--- src/rtl/phshift_gain_ramp_pkg.sv ---
// Shared constants for the phase-shifter gain-pair ramp controller:
// local-bus register map, controller state encoding and datapath widths.
package phshift_gain_ramp_pkg;

   localparam int GAIN_W = 16;   // live/target gain width (signed)
   localparam int DIFF_W = 17;   // target - gain never overflows at this width
   localparam int STEP_W = 15;   // slew step magnitude (unsigned)

   localparam logic [1:0] ADDR_SHADOW1 = 2'd0;
   localparam logic [1:0] ADDR_SHADOW2 = 2'd1;
   localparam logic [1:0] ADDR_STEP    = 2'd2;
   localparam logic [1:0] ADDR_RATE    = 2'd3;

   typedef enum logic {
      ST_IDLE = 1'b0,
      ST_RAMP = 1'b1
   } state_e;

endpackage

--- src/rtl/phshift_gain_ramp_step.sv ---
// Combinational slew limiter: moves cur toward tgt by at most step.
// step==0 means "jump straight to the target". All arithmetic is done at
// 17 bits so the result neither overshoots the target nor wraps.
module phshift_gain_ramp_step
   import phshift_gain_ramp_pkg::*;
(
   input  logic signed [GAIN_W-1:0] cur_i,
   input  logic signed [GAIN_W-1:0] tgt_i,
   input  logic        [STEP_W-1:0] step_i,
   output logic signed [GAIN_W-1:0] nxt_o
);

   logic signed [DIFF_W-1:0] cur_x, tgt_x, diff, step_x, sum;
   logic        [DIFF_W-1:0] mag;

   // Limit the per-tick move to step, landing exactly on the target when close
   always_comb begin
      cur_x  = {cur_i[GAIN_W-1], cur_i};
      tgt_x  = {tgt_i[GAIN_W-1], tgt_i};
      step_x = {2'b00, step_i};
      diff   = tgt_x - cur_x;
      mag    = diff[DIFF_W-1] ? $unsigned(-diff) : $unsigned(diff);
      sum    = '0;
      nxt_o  = tgt_i;
      if (step_i != '0 && mag > $unsigned(step_x)) begin
         sum   = diff[DIFF_W-1] ? (cur_x - step_x) : (cur_x + step_x);
         nxt_o = sum[GAIN_W-1:0];
      end
   end

endmodule

--- src/rtl/phshift_gain_ramp.sv ---
// Gain-pair ramp controller for the fs/8 phase shifter. Shadow gains are
// written over the local bus and committed atomically; the live gains then
// slew toward the targets at a programmable step and rate.
// Build option: define PHSHIFT_GAIN_RAMP_SNAP_EN to drop the ramp engine and
// load the live gains directly on commit.
module phshift_gain_ramp
   import phshift_gain_ramp_pkg::*;
#(
   parameter int                       RATE_W     = 8,
   parameter logic signed [GAIN_W-1:0] GAIN1_INIT = 16'sd0,
   parameter logic signed [GAIN_W-1:0] GAIN2_INIT = 16'sd0
) (
   input  logic                     clk_i,
   input  logic                     rst_i,
   input  logic [1:0]               lb_addr_i,
   input  logic [15:0]              lb_data_i,
   input  logic                     lb_write_i,
   input  logic                     commit_i,
   output logic signed [GAIN_W-1:0] gain1_o,
   output logic signed [GAIN_W-1:0] gain2_o,
   output logic                     busy_o,
   output logic                     done_o
);

   logic signed [GAIN_W-1:0] shadow1_q, shadow1_d, shadow2_q, shadow2_d;
   logic signed [GAIN_W-1:0] gain1_q, gain1_d, gain2_q, gain2_d;
   logic                     done_q, done_d;

   // Shadow registers: a bus write lands next cycle, never touches live gains
   always_comb begin
      shadow1_d = shadow1_q;
      shadow2_d = shadow2_q;
      if (lb_write_i && lb_addr_i == ADDR_SHADOW1) shadow1_d = lb_data_i;
      if (lb_write_i && lb_addr_i == ADDR_SHADOW2) shadow2_d = lb_data_i;
   end

`ifdef PHSHIFT_GAIN_RAMP_SNAP_EN

   // Snap mode: commit copies shadows straight to the live gains
   always_comb begin
      gain1_d = gain1_q;
      gain2_d = gain2_q;
      done_d  = 1'b0;
      if (commit_i) begin
         gain1_d = shadow1_q;
         gain2_d = shadow2_q;
         done_d  = 1'b1;
      end
   end

   // State registers
   always_ff @(posedge clk_i) begin
      if (rst_i) begin
         shadow1_q <= GAIN1_INIT;
         shadow2_q <= GAIN2_INIT;
         gain1_q   <= GAIN1_INIT;
         gain2_q   <= GAIN2_INIT;
         done_q    <= 1'b0;
      end else begin
         shadow1_q <= shadow1_d;
         shadow2_q <= shadow2_d;
         gain1_q   <= gain1_d;
         gain2_q   <= gain2_d;
         done_q    <= done_d;
      end
   end

   assign busy_o = 1'b0;

`else

   state_e                   state_q, state_d;
   logic signed [GAIN_W-1:0] target1_q, target1_d, target2_q, target2_d;
   logic        [STEP_W-1:0] step_q, step_d;
   logic        [RATE_W-1:0] rate_q, rate_d, presc_q, presc_d;
   logic signed [GAIN_W-1:0] nxt1, nxt2;
   logic                     tick;

   phshift_gain_ramp_step u_step1 (
      .cur_i (gain1_q), .tgt_i (target1_q), .step_i (step_q), .nxt_o (nxt1)
   );
   phshift_gain_ramp_step u_step2 (
      .cur_i (gain2_q), .tgt_i (target2_q), .step_i (step_q), .nxt_o (nxt2)
   );

   // >= rather than == so a rate lowered mid-count still ticks promptly
   assign tick = (state_q == ST_RAMP) && (presc_q >= rate_q);

   // Ramp FSM, prescaler and gain update. A commit wins over a coincident
   // tick: it retargets and restarts the prescaler without moving the gains.
   always_comb begin
      state_d   = state_q;
      target1_d = target1_q;
      target2_d = target2_q;
      gain1_d   = gain1_q;
      gain2_d   = gain2_q;
      presc_d   = presc_q;
      step_d    = step_q;
      rate_d    = rate_q;
      done_d    = 1'b0;
      if (lb_write_i && lb_addr_i == ADDR_STEP) step_d = lb_data_i[STEP_W-1:0];
      if (lb_write_i && lb_addr_i == ADDR_RATE) rate_d = lb_data_i[RATE_W-1:0];
      if (commit_i) begin
         target1_d = shadow1_q;
         target2_d = shadow2_q;
         presc_d   = '0;
         state_d   = ST_RAMP;
      end else if (state_q == ST_RAMP) begin
         presc_d = tick ? '0 : presc_q + RATE_W'(1);
         if (tick) begin
            gain1_d = nxt1;
            gain2_d = nxt2;
            if (nxt1 == target1_q && nxt2 == target2_q) begin
               state_d = ST_IDLE;
               done_d  = 1'b1;
               presc_d = '0;
            end
         end
      end
   end

   // State registers
   always_ff @(posedge clk_i) begin
      if (rst_i) begin
         state_q   <= ST_IDLE;
         shadow1_q <= GAIN1_INIT;
         shadow2_q <= GAIN2_INIT;
         target1_q <= GAIN1_INIT;
         target2_q <= GAIN2_INIT;
         gain1_q   <= GAIN1_INIT;
         gain2_q   <= GAIN2_INIT;
         step_q    <= '0;
         rate_q    <= '0;
         presc_q   <= '0;
         done_q    <= 1'b0;
      end else begin
         state_q   <= state_d;
         shadow1_q <= shadow1_d;
         shadow2_q <= shadow2_d;
         target1_q <= target1_d;
         target2_q <= target2_d;
         gain1_q   <= gain1_d;
         gain2_q   <= gain2_d;
         step_q    <= step_d;
         rate_q    <= rate_d;
         presc_q   <= presc_d;
         done_q    <= done_d;
      end
   end

   assign busy_o = (state_q == ST_RAMP);

`endif

   assign gain1_o = gain1_q;
   assign gain2_o = gain2_q;
   assign done_o  = done_q;

endmodule

--- config.mk ---
export PLATFORM = sky130hd
export DESIGN_NAME = phshift_gain_ramp
export DESIGN_NICKNAME = d
export VERILOG_FILES = /design/src/rtl/phshift_gain_ramp_pkg.sv /design/src/rtl/phshift_gain_ramp_step.sv /design/src/rtl/phshift_gain_ramp.sv
export SDC_FILE = /design/constraint.sdc
export NUM_CORES = 1
export LEC_CHECK = 0
export CAP_MARGIN = 20
export CORE_UTILIZATION = 40
export CTS_CLUSTER_DIAMETER = 50
export DETAILED_ROUTE_END_ITERATION = 12
export DONT_BUFFER_PORTS = 1
export PLACE_DENSITY = 0.5
export SYNTH_ARGS = -nofsm -noshare
export SYNTH_HDL_FRONTEND = slang
export SYNTH_SLANG_ARGS = --single-unit
--- constraint.sdc ---
create_clock -name clk_i -period 11.55 [get_ports clk_i]
set_input_delay 1.7325 -clock clk_i [delete_from_list [all_inputs] [get_ports clk_i]]
set_output_delay 1.7325 -clock clk_i [all_outputs]
set_load 0.05 [all_outputs]
==> results by group, run 1 <==
Floorplan
  – Row cnt: roughly 60
  – Die W: 171 um
  – Height of the die: about 170 um
  – Die area: slightly below 30,000 um^2
  – Core area: between 20,000 and 30,000 um^2
  – Initial Utilization: 0.409
  – I/O pins: 56

Clock network
  – Reg clk slew, reported paths: 70 ps
  – Setup Buffers After CTS: 0
  – Largest buffer count on any clock path: 2
  – Clk root buf: clkbuf_16
  – Clock sink count: approximately 130
  – CTS tree: built
  – Resize count post-CTS: 0
  – Worst skew pair latency: about 430 ps
  – CTS H-Tree Depth: 4
  – Hold buffer count at cts: 0
  – Num CTS Buffers: 17

STA
  – Fin crit share: 0.580
  – Hold Worst Slack: about 450 ps
  – Final Skew: 18.1 ps
  – Final Hold Viols: 0
  – Slew @ Worst Pin: around 960 ps
  – Count of final setup violators: 0
  – RSZ-0062 raised after global routing: no
  – Slew margin rel.: 0.354
  – Final Critical Period: 6690 ps
  – Max-slew violations: 0
  – Setup_tns: 0 ps
  – Highest clock rate: roughly 150 MHz

Finish
  – Nets: approximately 1,600
  – Fill cells: ~2,900
  – Commonest non-fill, non-tap cell in the layout: nand2_1
  – Multi-input gate area: roughly 8200 um^2
  – Storage cell area: between 2000 and 3000 um^2
  – Share of cells above drive strength 1: 0.0485
  – Area grow syn2layout: 6.91%
  – Most frequent cells in the layout: 192 x nand2_1, 162 x nor2_1, 129 x dfxtp_1, 109 x a21oi_1, 104 x ha_1

Logic synthesis
  – Main synth FF type: dfxtp_1
  – Post-synth cell types: 79
  – Post-synth EDFFs: 0
  – Post-Syn Nets: ~1,600
  – Syn avg cell area: between 7 and 8 um^2
  – Yosys warns: 0
  – #FFs+latches synth: between 100 and 150
  – Post-synthesis async set-or-reset flop share: 0
  – Post-Syn Instances: between 1,000 and 1,500
  – Register area share after synthesis: 0.227
  – Mapped Area: 11,400 um^2

Worst setup path
  – Crit-path max FO: 19
  – Critical path startpoint: gain2_o[2]$_SDFFE_PP0P_
  – Reg2Reg Launch Point: gain2_o[2]$_SDFFE_PP0P_
  – Slowest stage cell, crit path: dfxtp_1
  – Slowest Stage Delay on Critical Path: 750 ps
  – Startpoint types: flip-flop
  – Critical path class: flip-flop to flip-flop
  – Worst path cell trace: inv_1 -> ha_1 -> nor2b_1 -> o2111ai_1 -> nand4_1 -> a31oi_1 -> o21ai_0 -> and2_1 -> nand2_1 -> xnor2_1 -> ha_1 -> a211oi_1 -> nor2_1 -> o41ai_1 -> a21oi_1 -> or2_2 -> a31oi_1 -> xnor3_1 -> nor4_1 -> o22ai_1 -> o2bb2ai_1
  – WP data required: between 10,000 and 15,000 ps
  – Crit path DAT: roughly 7000 ps
  – Crit path capture type: flip-flop

Routing
  – Final wirelength: 37,300 um
  – Post-route DRC: 0
  – Average wire per standard cell: between 20 and 25 um
  – Via density: approximately 5.7
  – Detailed Route Iter0 Violations: 864
  – Vias post-DR: between 10,000 and 15,000
  – First-pass iteration count of the detailed router: 5
  – Antenna violation net count after detailed routing: 0

Status
  – Status: finished clean

Power
  – NetSw: roughly 1400 uW
  – Seq pwr share: 0.185
  – Internal power: 1590 uW
  – Sw frac: 0.475
  – Peak VDD IR: between 90 and 100 uV
  – Combinational power share: 0.640
  – PwrDens: 248 nW/um^2
  – Leakage: 0.00500 uW
  – Clock power frac: 0.174

Place
  – Port Buf Inserts: 0
  – Final HPWL DP: about 28,000 um
  – Routability cong.: approximately 0.9

Global routing
  – First-pass GRT wire length: ~56,000 um
  – Vias in the first global route: approximately 9,600
  – Pin count of the biggest net entering global routing: between 100 and 150
  – Grt total ovfl: 0
  – Initial antenna violation count: 0
  – All-Layer GR Usage: 0.260

Hold path
  – Hold Path Origin: shadow1_q[11]$_SDFFE_PP0P_
  – Class of the worst hold path: flip-flop to flip-flop

Flow run
  – Maxcap violations: 0
synth_stat cells, types with 5 or more instances:
cell	n	area, um^2
or2_2	17	106
o22ai_1	7	43.8
xnor2_1	93	815
nor4b_1	7	61.3
o21ai_0	36	180
a311oi_1	15	131
clkbuf_1	58	218
a31oi_1	20	125
nand4b_1	6	52.6
ha_1	104	1300
a21o_1	36	270
nand2b_1	13	81.3
dfxtp_1	129	2580
a211oi_1	26	195
o211ai_1	13	97.6
and3_1	11	68.8
buf_1	5	18.8
o31ai_1	9	67.6
or3_1	6	37.5
and2_1	10	62.6
nor2b_1	9	56.3
nand4_1	18	113
and4_1	5	43.8
o31a_1	6	52.6
inv_1	83	312
nor3_1	24	120
mux2i_1	68	681
nand3_1	23	115
nor2_1	163	612
o2111ai_1	5	43.8
a21oi_1	109	546
nand2_1	192	721
buf_2	5	25.0
xor2_1	34	298
or4_1	5	37.5
o21a_1	21	158
o2bb2ai_1	5	43.8
nor4_1	6	37.5
xnor3_1	6	135
final timing paths:
check                                     to  slack [ps]  cells after the start
setup / recovery           busy_o$_SDFF_PP0_        4860                     21
hold / removal    shadow1_q[11]$_SDFFE_PP0P_         450                      2
setup reg to reg           busy_o$_SDFF_PP0_        4860                     21
hold reg to reg   shadow1_q[11]$_SDFFE_PP0P_         450                      2
cells by family after synthesis:
| group | Yosys count | synth area share |
|---|---|---|
| fa+ha+maj | 108 | 0.121 |
| buf+inv | 155 | 0.0529 |
| compound gates | 361 | 0.217 |
| xor+xnor | 133 | 0.110 |
| flops | 129 | 0.227 |
| simple gates | 526 | 0.213 |
| mux | 68 | 0.0598 |
per-stage QoR:
step	utilization	power, uW	setup WS, ps	area, um^2	cells
global placement	0.417	2480	4910	11600	1791
detailed placement	0.417	2480	4710	11600	1791
global route	0.437	3260	4260	12200	1822
floorplan	-	2080	5920	11400	1480
CTS	0.437	3010	4710	12200	1821
finish	0.437	3020	4860	12200	1823
state kept, by name, summed over array words and instances, names as in the netlist:
register / flops
busy_o: 1
done_o: 1
gain1_o: 16
gain2_o: 16
presc_q: 8
rate_q: 8
shadow1_q: 16
shadow2_q: 16
step_q: 15
target1_q: 16
target2_q: 16
layer usage:
metal / vias to the layer above / wire length [um] / track usage
li1: 5189 / - / -
met1: 4980 / 19100 / 0.385
met5: - / 0 / 0
met3: 28 / 2000 / 0.0412
met2: 246 / 15700 / 0.386
met4: 0 / 497 / 0.0642
power groups by stage:
stage                     clock network, uW  registers, uW  logic, uW
after floorplan                           0            548       1530
after global placement                    0            570       1910
after detailed placement                  0            570       1910
after CTS                               536            560       1920
after global routing                    554            563       2140
final                                   527            560       1940
layout make-up:
type / instances / share of cell area
Inverter: 83 / 0.0256
Antenna cell: 1 / 0.000206
Clock buffer: 21 / 0.0378
Timing Repair Buffer: 6 / 0.00349
Clock inverter: 9 / 0.00699
Sequential cell: 129 / 0.212
Tap cell: 378 / 0.0388
Multi-Input combinational cell: 1196 / 0.675
worst max-delay path, delay by kind of cell, from the launching register on:
kind / cells / cell delay, ps
AO/OA/AOI/OAI: 9 / 2330
adder cells (fa/ha/maj): 2 / 760
AND/OR/NAND/NOR: 7 / 2220
XOR/XNOR: 2 / 410
buffers and inverters: 1 / 100
flip-flops: 1 / 750
Power figures use the tool's default switching activity.
==> inputs of run 2 (changes only) <==
==> constraint.sdc (replaced) <==
create_clock -name clk_i -period 6.25 [get_ports clk_i]
set_input_delay 0.9375 -clock clk_i [delete_from_list [all_inputs] [get_ports clk_i]]
set_output_delay 0.9375 -clock clk_i [all_outputs]
set_load 0.05 [all_outputs]
==> run 2 against run 1 <==
  * Non-clock buffer count is 45 higher
  * Clock power grew 90%
  * Die area unchanged
  * Cell area up 3.3%
  * Combinational power rose by 93%
  * Critical path type unchanged
  * Highest routed layer unchanged
==> results by group, run 2 (synthesis gave the netlist of run 1 again) <==
Status
  – Status: finished clean

Hold path
  – Hold Path Origin: shadow1_q[15]$_SDFFE_PP0P_
  – Class of the worst hold path: flip-flop to flip-flop
  – Hold Path Cell Cnt: 2 (unchanged)
  – Hold endpoint: shadow1_q[15]$_SDFFE_PP0P_

Place
  – Final HPWL DP: 29,300 um (+2.8%)
  – Routability cong.: 0.905 (-1.2%)
  – Port Buf Inserts: 0 (unchanged)
  – Dpl ws: 194 ps (-4520 ps)
  – Placed inst area: 12,000 um^2 (+3.0%)

Clock network
  – Clk root buf: clkbuf_16
  – CTS tree: built
  – Worst skew pair latency: 420 ps (about the same)
  – Num CTS Buffers: 17 (unchanged)
  – Clock sink count: 129 (unchanged)
  – CTS H-Tree Depth: 4 (unchanged)
  – Reg clk slew, reported paths: 60 ps (about the same)
  – Largest buffer count on any clock path: 2 (unchanged)

Floorplan
  – Die W: 171 um (unchanged)
  – Die area: 29,100 um^2 (unchanged)
  – Row cnt: 61 (unchanged)
  – Height of the die: 171 um (unchanged)
  – Initial Utilization: 0.409 (unchanged)
  – I/O pins: 56 (unchanged)
  – Core area: 27,900 um^2 (unchanged)

Flow run
  – Maxcap violations: 0 (unchanged)

Finish
  – Antenna cell count: 0 (-1)
  – Most frequent cells in the layout: 192 x nand2_1, 162 x nor2_1, 129 x dfxtp_1, 109 x a21oi_1, 104 x ha_1
  – Nets: 1,608 (+2.9%)
  – Area grow syn2layout: 10.4%
  – Share of cells above drive strength 1: 0.0813 (+0.0328)
  – Commonest non-fill, non-tap cell in the layout: nand2_1
  – Final Instance Area: 12,600 um^2 (+3.3%)

STA
  – Final Critical Period: 5900 ps (-790 ps)
  – Setup_tns: 0 ps (unchanged)
  – Slew @ Worst Pin: 938 ps (-18.2 ps)
  – Count of final setup violators: 0 (unchanged)
  – RSZ-0062 raised after global routing: no
  – Fin crit share: 0.945 (+0.365)
  – Hold Worst Slack: 449 ps (+0.597 ps)
  – Final Skew: 11.7 ps (-6.33 ps)
  – Max-slew violations: 0 (unchanged)
  – Highest clock rate: 169 MHz (+13%)
  – Final Hold Viols: 0 (unchanged)
  – Post-route setup slack: 346 ps (-4510 ps)
  – Slew margin rel.: 0.372 (+0.0179)

Routing
  – First-pass iteration count of the detailed router: 5 (unchanged)
  – Antenna violation net count after detailed routing: 0 (unchanged)
  – Final wirelength: 37,300 um (+0.12%)
  – Via density: 5.68 (-0.87%)
  – Average wire per standard cell: 20.0 um (-2.2%)
  – Post-route DRC: 0 (unchanged)
  – Detailed Route Iter0 Violations: 785 (-9.1%)
  – Vias post-DR: 10,602 (+1.5%)

Worst setup path
  – Crit path capture type: flip-flop
  – Crit path DAT: 6210 ps (-800 ps)
  – Critical path class: flip-flop to flip-flop
  – Reg-to-reg slack, setup: 350 ps (-4510 ps)
  – WP data required: 6560 ps (-5310 ps)
  – Reg2Reg Launch Point: target1_q[0]$_SDFFE_PP0P_
  – Worst Reg-to-Reg Cells: 22 (+4.8%)
  – Startpoint types: flip-flop
  – Crit-path max FO: 13 (-6)
  – R2r endpoint: busy_o$_SDFF_PP0_

Power
  – Sw frac: 0.463 (-0.0118)
  – Seq pwr share: 0.161 (-0.024)
  – Internal power: 3040 uW (+92%)
  – NetSw: 2630 uW (+83%)
  – Peak VDD IR: 186 uV (+97%)
  – Clock power frac: 0.177 (+0.003)
  – PwrDens: 451 nW/um^2 (+82%)
  – Leakage: 0.00526 uW (+5.1%)
  – Combinational power share: 0.662 (+0.022)

Global routing
  – Grt total ovfl: 0 (unchanged)
  – Initial antenna violation count: 0 (unchanged)
  – Pin count of the biggest net entering global routing: 125 (unchanged)
  – First-pass GRT wire length: 57,900 um (+2.6%)
  – All-Layer GR Usage: 0.261 (+0.00186)
  – Vias in the first global route: 9,958 (+3.2%)
## run 2: power groups by stage
stage	Combinational (uW)	Sequential (uW)	Clock, uW
floorplan	2830	1010	0
global placement	3700	931	0
detailed placement	3710	930	0
CTS	3730	912	1020
global route	4180	917	1050
finish	3750	913	1000
## run 2: per-layer routing
metal,global-route usage,up-vias,share of wire
li1,-,5257,-
met1,0.379,5028,0.49
met2,0.405,283,0.43
met3,0.0384,34,0.058
met4,0.0588,0,0.015
met5,0,-,0
## run 2: worst max path at each step
stage               depth (start not counted)                       from                end  slack [ps]
floorplan                                  22    gain1_o[0]$_SDFFE_PP0P_  busy_o$_SDFF_PP0_         620
global placement                           23  target2_q[0]$_SDFFE_PP0P_  busy_o$_SDFF_PP0_          80
detailed placement                         24  target2_q[0]$_SDFFE_PP0P_  busy_o$_SDFF_PP0_         190
CTS                                        24  target2_q[0]$_SDFFE_PP0P_  busy_o$_SDFF_PP0_         140
global route                               22  target1_q[0]$_SDFFE_PP0P_  busy_o$_SDFF_PP0_          20
finish                                     22  target1_q[0]$_SDFFE_PP0P_  busy_o$_SDFF_PP0_         350
## run 2: critical path, stage by stage (launching register included)
cell,delay (ps)
dfxtp_1,360
inv_1,70
ha_1,210
fa_1,410
nand2b_1,200
a21oi_2,260
o21ai_0,210
a21oi_1,300
a2bb2oi_4,380
buf_4,270
a21o_1,180
inv_1,50
ha_1,250
nor2b_1,140
o31a_1,270
o311a_1,410
a211o_1,360
o31a_1,270
a2111oi_2,410
xnor3_1,200
nor4b_1,260
o22ai_1,160
o2bb2ai_1,160
## run 2: area by class of cell
| class | instances | area, um^2 |
|---|---|---|
| fill | 2895 | 15300 |
| multi-input combinational | 1196 | 8250 |
| sequential | 129 | 2580 |
| tap | 378 | 473 |
| clock buffer | 18 | 439 |
| timing repair buffer | 51 | 383 |
| inverter | 83 | 312 |
| clock inverter | 12 | 135 |
## run 2: through the flow
stage / utilization / power (uW) / cells
floorplan: - / 3840 / 1480
global placement: 0.430 / 4630 / 1837
detailed placement: 0.430 / 4640 / 1837
CTS: 0.450 / 5660 / 1867
global route: 0.451 / 6150 / 1867
finish: 0.451 / 5670 / 1867
## run 2: repair_timing
| item | CTS | global route |
|---|---|---|
| resized for setup | 0 | 6 |
| hold buffers | 0 | 0 |
| buffers inserted | 0 | 0 |
| setup endpoints to repair | 0 | 2 |
==> inputs of run 3 (changes only) <==
--- a/config.mk
+++ b/config.mk
@@ -6,6 +6,7 @@
 export NUM_CORES = 1
 export LEC_CHECK = 0
 export CAP_MARGIN = 20
+export CORE_MARGIN = 8
 export CORE_UTILIZATION = 40
 export CTS_CLUSTER_DIAMETER = 50
 export DETAILED_ROUTE_END_ITERATION = 12
==> run 3 against run 2 <==
  * Largest cell class unchanged
  * Routed wire length increased by 1.1%
  * Combinational power increased by 1%
  * Die area increased by 17%
  * Critical path type unchanged
  * Clock-buffer cell count increased by 2
  * Hold slack improved by 3.3 ps
  * Core utilization about the same
  * Critical path depth unchanged
  * Final cell count increased by 0.21%
  * Clock power about the same
  * Flip-flop and latch count unchanged
  * Critical endpoint unchanged
==> results by group, run 3 (synthesis gave the netlist of run 1 again) <==
Flow run
  – Maxcap violations: 0 (unchanged)

STA
  – Final Skew: 13.8 ps (+2.08 ps)
  – Max-slew violations: 0 (unchanged)
  – Count of final setup violators: 0 (unchanged)
  – RSZ-0062 raised after global routing: no
  – Slew margin rel.: 0.393 (+0.0213)
  – Highest clock rate: 170 MHz (+0.37%)
  – Final Critical Period: 5880 ps (-21.8 ps)
  – Fin crit share: 0.941 (-0.00349)
  – Setup_tns: 0 ps (unchanged)
  – Final Hold Viols: 0 (unchanged)
  – Slew @ Worst Pin: 907 ps (-31.9 ps)

Routing
  – Average wire per standard cell: 20.2 um (+0.88%)
  – Antenna violation net count after detailed routing: 0 (unchanged)
  – Post-route DRC: 0 (unchanged)
  – Via density: 5.62 (-1.1%)
  – Detailed Route Iter0 Violations: 843 (+7.4%)
  – Final wirelength: 37,700 um (+1.1%)
  – First-pass iteration count of the detailed router: 5 (unchanged)
  – Vias post-DR: 10,509 (-0.88%)

Floorplan
  – Height of the die: 185 um (+8.2%)
  – Core area: 27,900 um^2 (+0.27%)
  – Initial Utilization: 0.408 (-0.00112)
  – Row cnt: 61 (unchanged)
  – Die area: 34,100 um^2 (+17%)
  – I/O pins: 56 (unchanged)
  – Die W: 185 um (+8.2%)

Clock network
  – Num CTS Buffers: 17 (unchanged)
  – Hold buffer count at cts: 0 (unchanged)
  – Reg clk slew, reported paths: 60 ps (about the same)
  – CTS tree: built
  – Clk root buf: clkbuf_16
  – Largest buffer count on any clock path: 2 (unchanged)
  – CTS H-Tree Depth: 4 (unchanged)
  – Clock sink count: 129 (unchanged)
  – Worst skew pair latency: 430 ps (about the same)

Worst setup path
  – Slowest stage cell, crit path: or4_1
  – Critical path class: flip-flop to flip-flop
  – CP delay by family, top: simple AND/OR/NAND/NOR gates
  – WP data required: 6560 ps (about the same)
  – Startpoint types: flip-flop
  – Slowest Stage Delay on Critical Path: 500 ps (+90 ps)
  – Crit path capture type: flip-flop
  – Worst path cell trace: inv_1 -> ha_1 -> fa_1 -> nand2b_1 -> a21oi_2 -> o21ai_0 -> a21oi_1 -> a2bb2oi_4 -> buf_12 -> o31ai_1 -> xnor2_1 -> ha_1 -> and3_1 -> a2111oi_0 -> nand4_1 -> or4_1 -> or4_1 -> nor3_1 -> nand4b_1 -> nor4b_1 -> o22ai_1 -> o2bb2ai_1
  – Crit-path max FO: 12 (-1)
  – CP bufs+invs: 2 (-1)
  – Crit path DAT: 6190 ps (-20 ps)

Finish
  – Most frequent cells in the layout: 192 x nand2_1, 162 x nor2_1, 129 x dfxtp_1, 109 x a21oi_1, 104 x ha_1
  – Share of cells above drive strength 1: 0.0824 (+0.00112)
  – Multi-input gate area: 8250 um^2 (about the same)
  – Area grow syn2layout: 10.7%
  – Final Instance Area: 12,600 um^2 (+0.30%)
  – Storage cell area: 2580 um^2 (unchanged)
  – Nets: 1,611 (+0.19%)
  – Fill cells: 2,932 (+1.3%)
  – Fin util: 0.451 (about the same)
  – Commonest non-fill, non-tap cell in the layout: nand2_1
  – Antenna cell count: 0 (unchanged)

Place
  – Final HPWL DP: 29,600 um (+1.1%)
  – Placed inst area: 12,000 um^2 (about the same)
  – Port Buf Inserts: 0 (unchanged)
  – Routability cong.: 0.897 (-0.93%)

Global routing
  – Initial antenna violation count: 0 (unchanged)
  – Vias in the first global route: 9,844 (-1.1%)
  – Pin count of the biggest net entering global routing: 125 (unchanged)
  – Grt total ovfl: 0 (unchanged)
  – First-pass GRT wire length: 58,300 um (+0.68%)
  – All-Layer GR Usage: 0.220 (-0.0411)

Power
  – Leakage: 0.00529 uW (+0.53%)
  – PwrDens: 454 nW/um^2 (+0.77%)
  – Peak VDD IR: 202 uV (+8.2%)

Status
  – Status: finished clean

Hold path
  – Class of the worst hold path: flip-flop to flip-flop
[run 3: timing repair]
item | 4_1_cts | 5_1_grt
setup buffers | 0 | 2
setup endpoints to repair | 0 | 2
resized for setup | 0 | 6
[run 3: worst min-delay path, cell delays in order (launching register included)]
cell	delay (ps)
dfxtp_1	310
nand2_1	50
a21oi_1	50
[run 3: final timing paths]
check / start / end / slack (ps) / cells after the start
worst max-delay path: target1_q[0]$_SDFFE_PP0P_ / busy_o$_SDFF_PP0_ / 370 / 22
worst min-delay path: shadow1_q[7]$_SDFFE_PP0P_ / shadow1_q[7]$_SDFFE_PP0P_ / 450 / 2
worst max register to register: target1_q[0]$_SDFFE_PP0P_ / busy_o$_SDFF_PP0_ / 370 / 22
worst min register to register: shadow1_q[7]$_SDFFE_PP0P_ / shadow1_q[7]$_SDFFE_PP0P_ / 450 / 2
[run 3: per-layer routing]
metal / vias up / track usage / routed length, um
li1: 5276 / - / -
met1: 4919 / 0.312 / 18600
met2: 262 / 0.339 / 16200
met3: 52 / 0.0392 / 2220
met4: 0 / 0.0554 / 687
met5: - / 0 / 0
[run 3: per-stage QoR]
stage          setup WS [ps]  hold slack (ps)  total power [uW]  cells
2_1_floorplan            618              436              3840   1480
3_3_place_gp             232              442              4650   1838
3_5_place_dp             195              445              4650   1838
4_1_cts                  164              453              5690   1869
5_1_grt                 54.3              468              6190   1871
6_report                 367              452              5730   1871
[run 3: cell type report]
| cell class | instances | area share |
|---|---|---|
| Tap cell | 378 | 0.0375 |
| Clock inverter | 11 | 0.0104 |
| Sequential cell | 129 | 0.205 |
| Multi-Input combinational cell | 1196 | 0.654 |
| Timing Repair Buffer | 54 | 0.0331 |
| Inverter | 83 | 0.0247 |
| Clock buffer | 20 | 0.0354 |
[run 3: report_power, final]
part / internal [uW] / total, uW / switching [uW] / leakage [uW]
Clock: 601 / 1010 / 412 / 0.000279
Sequential: 866 / 912 / 46.4 / 0.00105
Combinational: 1620 / 3800 / 2180 / 0.00396
